<file path="src/rtl/ro_reader_pkg.sv">
// Shared types and defaults for the ring-oscillator count reader.
// Holds the reader state enum, the parameter defaults and the result-width helper.
package ro_reader_pkg;

    localparam int DEF_CNT_WIDTH     = 32;
    localparam int DEF_WIN_WIDTH     = 16;
    localparam int DEF_CLR_CYCLES    = 2;
    localparam int DEF_SETTLE_CYCLES = 4;
    localparam int DEF_ACC_LOG2      = 3;

    typedef enum logic [2:0] {
        ST_IDLE    = 3'd0,
        ST_CLEAR   = 3'd1,
        ST_WINDOW  = 3'd2,
        ST_SETTLE  = 3'd3,
        ST_CAPTURE = 3'd4,
        ST_HOLD    = 3'd5
    } ro_rd_state_e;

    // Result width is sized so that 2**acc_log2 full-scale counts cannot overflow.
    function automatic int res_width(input int cnt_w, input int acc_log2);
        return cnt_w + acc_log2;
    endfunction

endpackage

</file>
<file path="src/rtl/ro_window_timer.sv">
// Loadable down-counter shared by the CLEAR, WINDOW and SETTLE phases.
// A phase loaded with N lasts N cycles; done_o marks its last cycle.
module ro_window_timer #(
    parameter int W = 16
) (
    input  logic         clk,
    input  logic         async_reset,
    input  logic         load_i,
    input  logic [W-1:0] load_val_i,
    output logic         done_o
);

    logic [W-1:0] cnt_q;
    logic [W-1:0] cnt_d;

    // Next count: load wins, otherwise count down and park at zero.
    always_comb begin
        cnt_d = cnt_q;
        if (load_i) begin
            cnt_d = load_val_i;
        end else if (cnt_q != {W{1'b0}}) begin
            cnt_d = cnt_q - W'(1);
        end else begin
            cnt_d = cnt_q;
        end
    end

    // Count register.
    always_ff @(posedge clk or posedge async_reset) begin
        if (async_reset) begin
            cnt_q <= {W{1'b0}};
        end else begin
            cnt_q <= cnt_d;
        end
    end

    assign done_o = (cnt_q == W'(1));

endmodule

</file>
<file path="src/rtl/ro_count_reader.sv">
// Controller/reader for a ring-oscillator counter: clear, timed window, settle, capture, hand off.
// Define RO_READER_ACCUM_EN to sum 2**ACC_LOG2 back-to-back windows per start.
module ro_count_reader
    import ro_reader_pkg::*;
#(
    parameter int CNT_WIDTH     = DEF_CNT_WIDTH,
    parameter int WIN_WIDTH     = DEF_WIN_WIDTH,
    parameter int CLR_CYCLES    = DEF_CLR_CYCLES,
    parameter int SETTLE_CYCLES = DEF_SETTLE_CYCLES,
    parameter int ACC_LOG2      = DEF_ACC_LOG2
) (
    input  logic                          clk,
    input  logic                          async_reset,
    input  logic                          start,
    input  logic [WIN_WIDTH-1:0]          window_cycles,
    output logic                          ro_enable,
    output logic                          ro_reset,
    input  logic [CNT_WIDTH-1:0]          ro_count,
    output logic                          busy,
    output logic [CNT_WIDTH+ACC_LOG2-1:0] result_data,
    output logic                          result_valid,
    input  logic                          result_ready
);

    localparam int RES_W = res_width(CNT_WIDTH, ACC_LOG2);

    ro_rd_state_e         state_q, state_d;
    logic [WIN_WIDTH-1:0] win_q, win_d;
    logic [RES_W-1:0]     res_q, res_d;
    logic                 valid_q, valid_d;
    logic                 busy_q, busy_d;
    logic                 ro_enable_q, ro_enable_d;
    logic                 ro_reset_q, ro_reset_d;
    logic                 tmr_load_s;
    logic [WIN_WIDTH-1:0] tmr_val_s;
    logic                 tmr_done_s;
`ifdef RO_READER_ACCUM_EN
    logic [ACC_LOG2-1:0]  pass_q, pass_d;
`endif

    ro_window_timer #(
        .W (WIN_WIDTH)
    ) u_timer (
        .clk         (clk),
        .async_reset (async_reset),
        .load_i      (tmr_load_s),
        .load_val_i  (tmr_val_s),
        .done_o      (tmr_done_s)
    );

    // Next-state, timer loads, capture/accumulate and handshake.
    always_comb begin
        state_d    = state_q;
        win_d      = win_q;
        res_d      = res_q;
        valid_d    = valid_q;
        tmr_load_s = 1'b0;
        tmr_val_s  = win_q;
`ifdef RO_READER_ACCUM_EN
        pass_d     = pass_q;
`endif
        case (state_q)
            ST_IDLE: begin
                if (start) begin
                    state_d    = ST_CLEAR;
                    win_d      = (window_cycles == {WIN_WIDTH{1'b0}}) ? WIN_WIDTH'(1) : window_cycles;
                    res_d      = {RES_W{1'b0}};
                    tmr_load_s = 1'b1;
                    tmr_val_s  = WIN_WIDTH'(CLR_CYCLES);
`ifdef RO_READER_ACCUM_EN
                    pass_d     = {ACC_LOG2{1'b0}};
`endif
                end else begin
                    state_d = ST_IDLE;
                end
            end
            ST_CLEAR: begin
                if (tmr_done_s) begin
                    state_d    = ST_WINDOW;
                    tmr_load_s = 1'b1;
                    tmr_val_s  = win_q;
                end else begin
                    state_d = ST_CLEAR;
                end
            end
            ST_WINDOW: begin
                if (tmr_done_s) begin
                    state_d    = ST_SETTLE;
                    tmr_load_s = 1'b1;
                    tmr_val_s  = WIN_WIDTH'(SETTLE_CYCLES);
                end else begin
                    state_d = ST_WINDOW;
                end
            end
            ST_SETTLE: begin
                if (tmr_done_s) begin
                    state_d = ST_CAPTURE;
                end else begin
                    state_d = ST_SETTLE;
                end
            end
            ST_CAPTURE: begin
                // The counter has been frozen for SETTLE_CYCLES, so a multi-bit sample is coherent.
`ifdef RO_READER_ACCUM_EN
                res_d = res_q + RES_W'(ro_count);
                if (pass_q == {ACC_LOG2{1'b1}}) begin
                    state_d = ST_HOLD;
                end else begin
                    state_d    = ST_CLEAR;
                    pass_d     = pass_q + ACC_LOG2'(1);
                    tmr_load_s = 1'b1;
                    tmr_val_s  = WIN_WIDTH'(CLR_CYCLES);
                end
`else
                res_d   = RES_W'(ro_count);
                state_d = ST_HOLD;
`endif
            end
            ST_HOLD: begin
                // valid rises one cycle into HOLD so the accept edge can drop it cleanly.
                if (valid_q && result_ready) begin
                    state_d = ST_IDLE;
                    valid_d = 1'b0;
                end else begin
                    valid_d = 1'b1;
                end
            end
            default: begin
                state_d = ST_IDLE;
                valid_d = 1'b0;
            end
        endcase
        ro_enable_d = (state_q == ST_WINDOW);
        ro_reset_d  = (state_q == ST_IDLE) || (state_q == ST_CLEAR);
        busy_d      = (state_d != ST_IDLE);
    end

    // State and output registers; RO controls lag the FSM by one cycle and stay glitch-free.
    always_ff @(posedge clk or posedge async_reset) begin
        if (async_reset) begin
            state_q     <= ST_IDLE;
            win_q       <= {WIN_WIDTH{1'b0}};
            res_q       <= {RES_W{1'b0}};
            valid_q     <= 1'b0;
            busy_q      <= 1'b0;
            ro_enable_q <= 1'b0;
            ro_reset_q  <= 1'b1;
        end else begin
            state_q     <= state_d;
            win_q       <= win_d;
            res_q       <= res_d;
            valid_q     <= valid_d;
            busy_q      <= busy_d;
            ro_enable_q <= ro_enable_d;
            ro_reset_q  <= ro_reset_d;
        end
    end

`ifdef RO_READER_ACCUM_EN
    // Pass counter for the accumulating build.
    always_ff @(posedge clk or posedge async_reset) begin
        if (async_reset) begin
            pass_q <= {ACC_LOG2{1'b0}};
        end else begin
            pass_q <= pass_d;
        end
    end
`endif

    assign ro_enable    = ro_enable_q;
    assign ro_reset     = ro_reset_q;
    assign busy         = busy_q;
    assign result_valid = valid_q;
    assign result_data  = res_q;

endmodule
</file>
<file path="config.mk">
export PLATFORM = sky130hd
export DESIGN_NAME = ro_count_reader
export DESIGN_NICKNAME = d
export VERILOG_FILES = /design/src/rtl/ro_reader_pkg.sv /design/src/rtl/ro_window_timer.sv /design/src/rtl/ro_count_reader.sv
export SDC_FILE = /design/constraint.sdc
export NUM_CORES = 1
export LEC_CHECK = 0
export ABC_AREA = 1
export ABC_CLOCK_PERIOD_IN_PS = 2720
export BUFFER_PORTS_ARGS = -buffer_cell sky130_fd_sc_hd__clkbuf_2
export CAP_MARGIN = 20
export CELL_PAD_IN_SITES_DETAIL_PLACEMENT = 2
export CELL_PAD_IN_SITES_GLOBAL_PLACEMENT = 2
export CORE_MARGIN = 1.5
export CORE_UTILIZATION = 30
export CTS_CLUSTER_DIAMETER = 200
export DETAILED_ROUTE_END_ITERATION = 6
export PLACE_DENSITY_LB_ADDON = 0.1
export SKIP_LAST_GASP = 1
export SLEW_MARGIN = 10
export SYNTH_ARGS = -nofsm -noshare
export SYNTH_HDL_FRONTEND = slang
export SYNTH_HIERARCHICAL = 1
export SYNTH_SLANG_ARGS = --single-unit
</file>
<file path="constraint.sdc">
create_clock -name clk -period 2.72 [get_ports clk]
set_input_delay 0.408 -clock clk [delete_from_list [all_inputs] [get_ports clk]]
set_output_delay 0.408 -clock clk [all_outputs]
set_load 0.05 [all_outputs]
</file>
# Word level (Yosys, flattened, before mapping)
# Cells that the tools add are included.
# op_classes
add_sub_neg,1
n_eq_ne,7
n_mux,19
reduce_logical,12
# ops
op,count
2-to-1 mux 16 bit,5
one-hot mux 35 bit (2 select lines),1
2-to-1 mux 35 bit,1
one-hot mux 16 bit (2 select lines),1
one-hot mux 3 bit (6 select lines),1
"== test 16 x 1 -> 1 bit, second input constant",1
logical NOT 16 bit,1
nonzero test 16 bit,1
"subtractor 16 x 1 -> 16 bit, second input constant",1
"== test 3 x 2 -> 1 bit, second input constant",2
"== test 3 bit, second input constant",2
2-to-1 mux 3 bit,2
2-to-1 mux 1 bit,5
OR reduction 5 bit,1
one-hot mux 1 bit (2 select lines),2
AND reduction 2 bit,2
nonzero test 2 bit,2
"== test 3 x 1 -> 1 bit, second input constant",1
logical NOT 3 bit,1
nonzero test 3 bit,1
2-to-1 mux 2 bit,1
"!= test 2 bit, second input constant",1
OR reduction 2 bit,1
logical AND 1 bit,1
logical OR 1 bit,1
# totals
register_bits,74
out_inout_bits,39
word_cells,47

# Longest topological paths before layout
# logic_depth
ltp_word,4
mapped_depth,14

# Hierarchy
# The synthesis kept the hierarchy.
# by_module_without_submodules
mod,instances,cells_each,area_per_inst_um2
ro_count_reader,1,284,2398.6
ro_window_timer,1,173,1232.4

# Worst setup path before layout
# Ideal clock, no wire load.
# synth_timing
kind,register to register
from,register u_timer.cnt_q[11]
to,register u_timer.cnt_q[15]
t_arrival_ps,2181
path_slack_ps,427
path_stages_with_launch,15
cell_sequence,dfrtp_1 -> nor2_4 -> nand2_2 -> nor2_4 -> inv_1 -> nor3_1 -> nand3_1 -> nand3_1 -> buf_2 -> inv_2 -> or2_2 -> nand2_1 -> inv_1 -> nand2_1 -> inv_1
# synth_via
elab_chain_len,4
word_cells_on_any_way,10
# synth_rtl
item,line_no,source
start: declaration,ro_window_timer.sv:13,logic [W-1:0] cnt_q;
start signal: assignment,ro_window_timer.sv:31,cnt_q <= {W{1'b0}};
start signal: assignment,ro_window_timer.sv:33,cnt_q <= cnt_d;
== test 16 x 1 -> 1 bit (*),ro_window_timer.sv:37,assign done_o = (cnt_q == W'(1));
via tmr_done_s,ro_count_reader.sv:36,logic tmr_done_s;
2-to-1 mux 1 bit (*),"ro_count_reader.sv:78, ro_count_reader.sv:87",
one-hot mux 1 bit (2 select lines) (*),ro_count_reader.sv:62,case (state_q)
via tmr_load_s,ro_count_reader.sv:34,logic tmr_load_s;
2-to-1 mux 16 bit / nonzero test 2 bit (equally long branches),-,
# Mark *: on every way through the listed nets, which the timed path passes. The rest lies on a longest branch. The select of a mux whose other input is x is not followed.
# A chain may end at the register's enable or synchronous reset.

# Worst setup path in the final report
# layout_timing
from,register u_timer.cnt_q[9]
to,register u_timer.cnt_q[15]
# The elaborated chain is that of the path after synthesis.

==> impl_metrics.py <==
metrics = {
    "pwr": {
        "p_leak_nw": 2.49,
        "p_per_area_nw_per_um2": 1010,
        "seq_power_share": 0.367,
        "total_power_w": 0.00452,
        "swShare": 0.423,
        "combPwrFrac": 0.374,
        "pwr-share-clk": 0.259,
        "p_int_w": 0.00261,
        "p_sw_w": 0.00191,
        "peakVddDrop_uv": 515,
    },
    "layout": {
        "mostFrequentLayoutCells": "nand2_1, clkbuf_2, dfrtp_1",
        "n_fill_cell": 1377,
        "final_common_cell": "nand2_1",
        "drive_above_1_share": 0.279,
        "nets": 601,
        "areaGrowthSynthToFinish_pct": 23.1,
        "fin_cells": 695,
        "diodes": 0,
    },
    "clock_network": {
        "ctsHoldBuffers": 0,
        "numCtsBuffers": 9,
        "clk_latency_ns": 0.34,
        "ctsResizeCount": 0,
        "postCtsSetupBuffers": 0,
        "clockBufferDepth": 2,
        "clk_pin_slew_ns": 0.06,
        "cts-root-buf": "clkbuf_16",
        "htreeDepth": 3,
        "clock-sinks": 71,
        "tritoncts": "yes",
    },
    "floorplan": {
        "start_util": 0.313,
        "core-area_um2": 11600,
        "num_io_pins": 91,
        "die_y_um": 113,
        "rows": 39,
        "die-area_um2": 12800,
        "die_x_um": 113,
    },
    "placed_design": {
        "gp_congestion": 0.772,
        "dp_hpwl_mm": 8.17,
        "dp_cells": 679,
        "pre_cts_ws_ns": 0.279,
        "io_buffer_count": 87,
    },
    "yosys": {
        "async_flop_share": 1.00,
        "syn_avg_cell_area_um2": 7.95,
        "synth_seq_cells": 71,
        "synthCells": 457,
        "yosysSeqAreaShare": 0.490,
        "synth_area_um2": 3630,
        "yosysWarningCount": 6,
        "synth_edf_count": 0,
        "synth_cell_type_count": 35,
        "synth-main-ff-cell": "dfrtp_1",
    },
    "sta": {
        "finalSetupViolations": 0,
        "rsz0062_at_grt": "false",
        "fin_crit_sh": 0.904,
        "fin_skew_ns": 0.00536,
        "timing.hold.ws_ns": 0.184,
        "worstMarginPinSlew_ns": 0.750,
        "slew_headroom": 0.500,
        "worst_slack_ns": 0.262,
        "final.setup.tns_ns": 0,
        "max_freq_ghz": 0.407,
        "finalHoldViolCount": 0,
        "maxSlewViolCount": 0,
        "layout_min_cycle_time_ns": 2.46,
    },
    "critical_path": {
        "worst-path-buf-inv": 5,
        "cp_data_required_time_ns": 2.96,
        "crit_family": "simple AND/OR/NAND/NOR gates",
        "critPathMaxStageDelay_ns": 0.41,
        "cp-end-kind": "register",
        "crit_type": "reg2reg",
        "crit_fanout": 12,
        "crit_slowest_cell": "dfrtp_1",
        "cp_data_arrival_time_ns": 2.70,
        "startpoint_type": "register",
        "crit_chain": "nor2_2, nand2_1, nor2_4, inv_1, nor3_1, buf_4, nand3_1, nand3_1, inv_2, or2_2, nand2_1, inv_1, nand2_1, inv_1",
    },
    "routing": {
        "met2_length_mm": 5.34,
        "met3_length_um": 500,
        "antenna_left": 0,
        "via_per_inst": 4.56,
        "drt_iter0_drc": 101,
        "drtPass1Iterations": 4,
        "wire_per_inst_um": 15.4,
        "top_layer_used": "met4",
        "route.detailed.drc": 0,
        "vias": 3169,
        "met1Wirelength_mm": 4.65,
        "wirelength_mm": 10.7,
    },
    "min_path": {
        "hp-class": "in2async",
    },
    "grt": {
        "track_usage": 0.184,
        "grt_antenna_before_repair": 0,
        "grt_pass1_wl_mm": 18.0,
        "grt_pass1_vias": 3648,
        "grt_max_degree": 56,
        "grt-ovfl-total": 0,
    },
    "run_status": {
        "outcome": "completed",
    },
    "job": {
        "maxCapViolCount": 0,
    },
}
flip-flops by register name (all words and copies together), names as in the netlist:
register       count
win_q             16
result_valid       1
busy               1
ro_reset           1
state_q            3
result_data       32
ro_enable          1
u_timer/cnt_q     16
layout make-up:
class / instances / area [um^2] / area share
Clock buffer: 14 / 284 / 0.0636
Clock inverter: 2 / 12.5 / 0.00280
Inverter: 54 / 210 / 0.0470
Multi-Input combinational cell: 319 / 1530 / 0.343
Sequential cell: 71 / 1780 / 0.398
Tap cell: 143 / 179 / 0.0400
Timing Repair Buffer: 92 / 473 / 0.106
power by group through the flow:
stage | Clock (W) | Combinational, W | Sequential, W
floorplan | 0 | 0.000898 | 0.00203
finish | 0.00117 | 0.00169 | 0.00166
global route | 0.00127 | 0.00190 | 0.00171
detailed placement | 0 | 0.00172 | 0.00168
global placement | 0 | 0.00166 | 0.00166
CTS | 0.00122 | 0.00173 | 0.00167
logic make-up after synthesis:
| kind of cell | share of synthesized area |
|---|---|
| compound gates | 0.0420 |
| xor+xnor | 0.00724 |
| fa+ha+maj | 0.00689 |
| buf+inv | 0.0913 |
| flops | 0.490 |
| other cells | 0.00103 |
| simple gates | 0.362 |
metal layers:
layer	vias to the layer above	track usage
met2	53	0.316
met4	0	0.0775
met3	10	0.0509
li1	1557	-
met1	1549	0.219
met5	-	0
through the flow:
step	area, um^2	utilization
2_1_floorplan	3640	-
3_3_place_gp	4170	0.359
3_5_place_dp	4170	0.359
4_1_cts	4470	0.385
5_1_grt	4470	0.385
6_report	4470	0.385
cells in the mapped netlist, types with 2 or more instances:
master / number / area (um^2)
nand2_1: 173 / 649
dfrtp_1: 70 / 1750
nor2_1: 48 / 180
inv_1: 47 / 176
o21ai_0: 22 / 110
nand3_1: 19 / 95.1
nand2_2: 14 / 87.6
nor2_4: 7 / 78.8
buf_2: 5 / 25.0
buf_4: 5 / 37.5
inv_2: 5 / 18.8
a21oi_1: 4 / 20.0
buf_6: 3 / 33.8
nand3_4: 3 / 52.6
nand4_1: 3 / 18.8
nor2_2: 3 / 18.8
ha_1: 2 / 25.0
nand2_4: 2 / 22.5
nand3_2: 2 / 20.0
nor2_8: 2 / 40.0
nor3_1: 2 / 10.0
o21ai_2: 2 / 17.5
xor2_1: 2 / 17.5
worst paths after layout:
kind	slack, ns	start	endpoint	cells after the start
hold reg to reg	0.47	result_data[2]	result_data[2]	2
min in group clk	0.27	ro_count[30]	result_data[30]	3
max in group asynchronous	1.95	async_reset	result_data[21]	3
setup / recovery	0.26	u_timer/cnt_q[9]	u_timer/cnt_q[15]	14
hold / removal	0.18	async_reset	u_timer/cnt_q[7]	2
setup reg to reg	0.26	u_timer/cnt_q[9]	u_timer/cnt_q[15]	14
(Power assumes the default switching activity.)
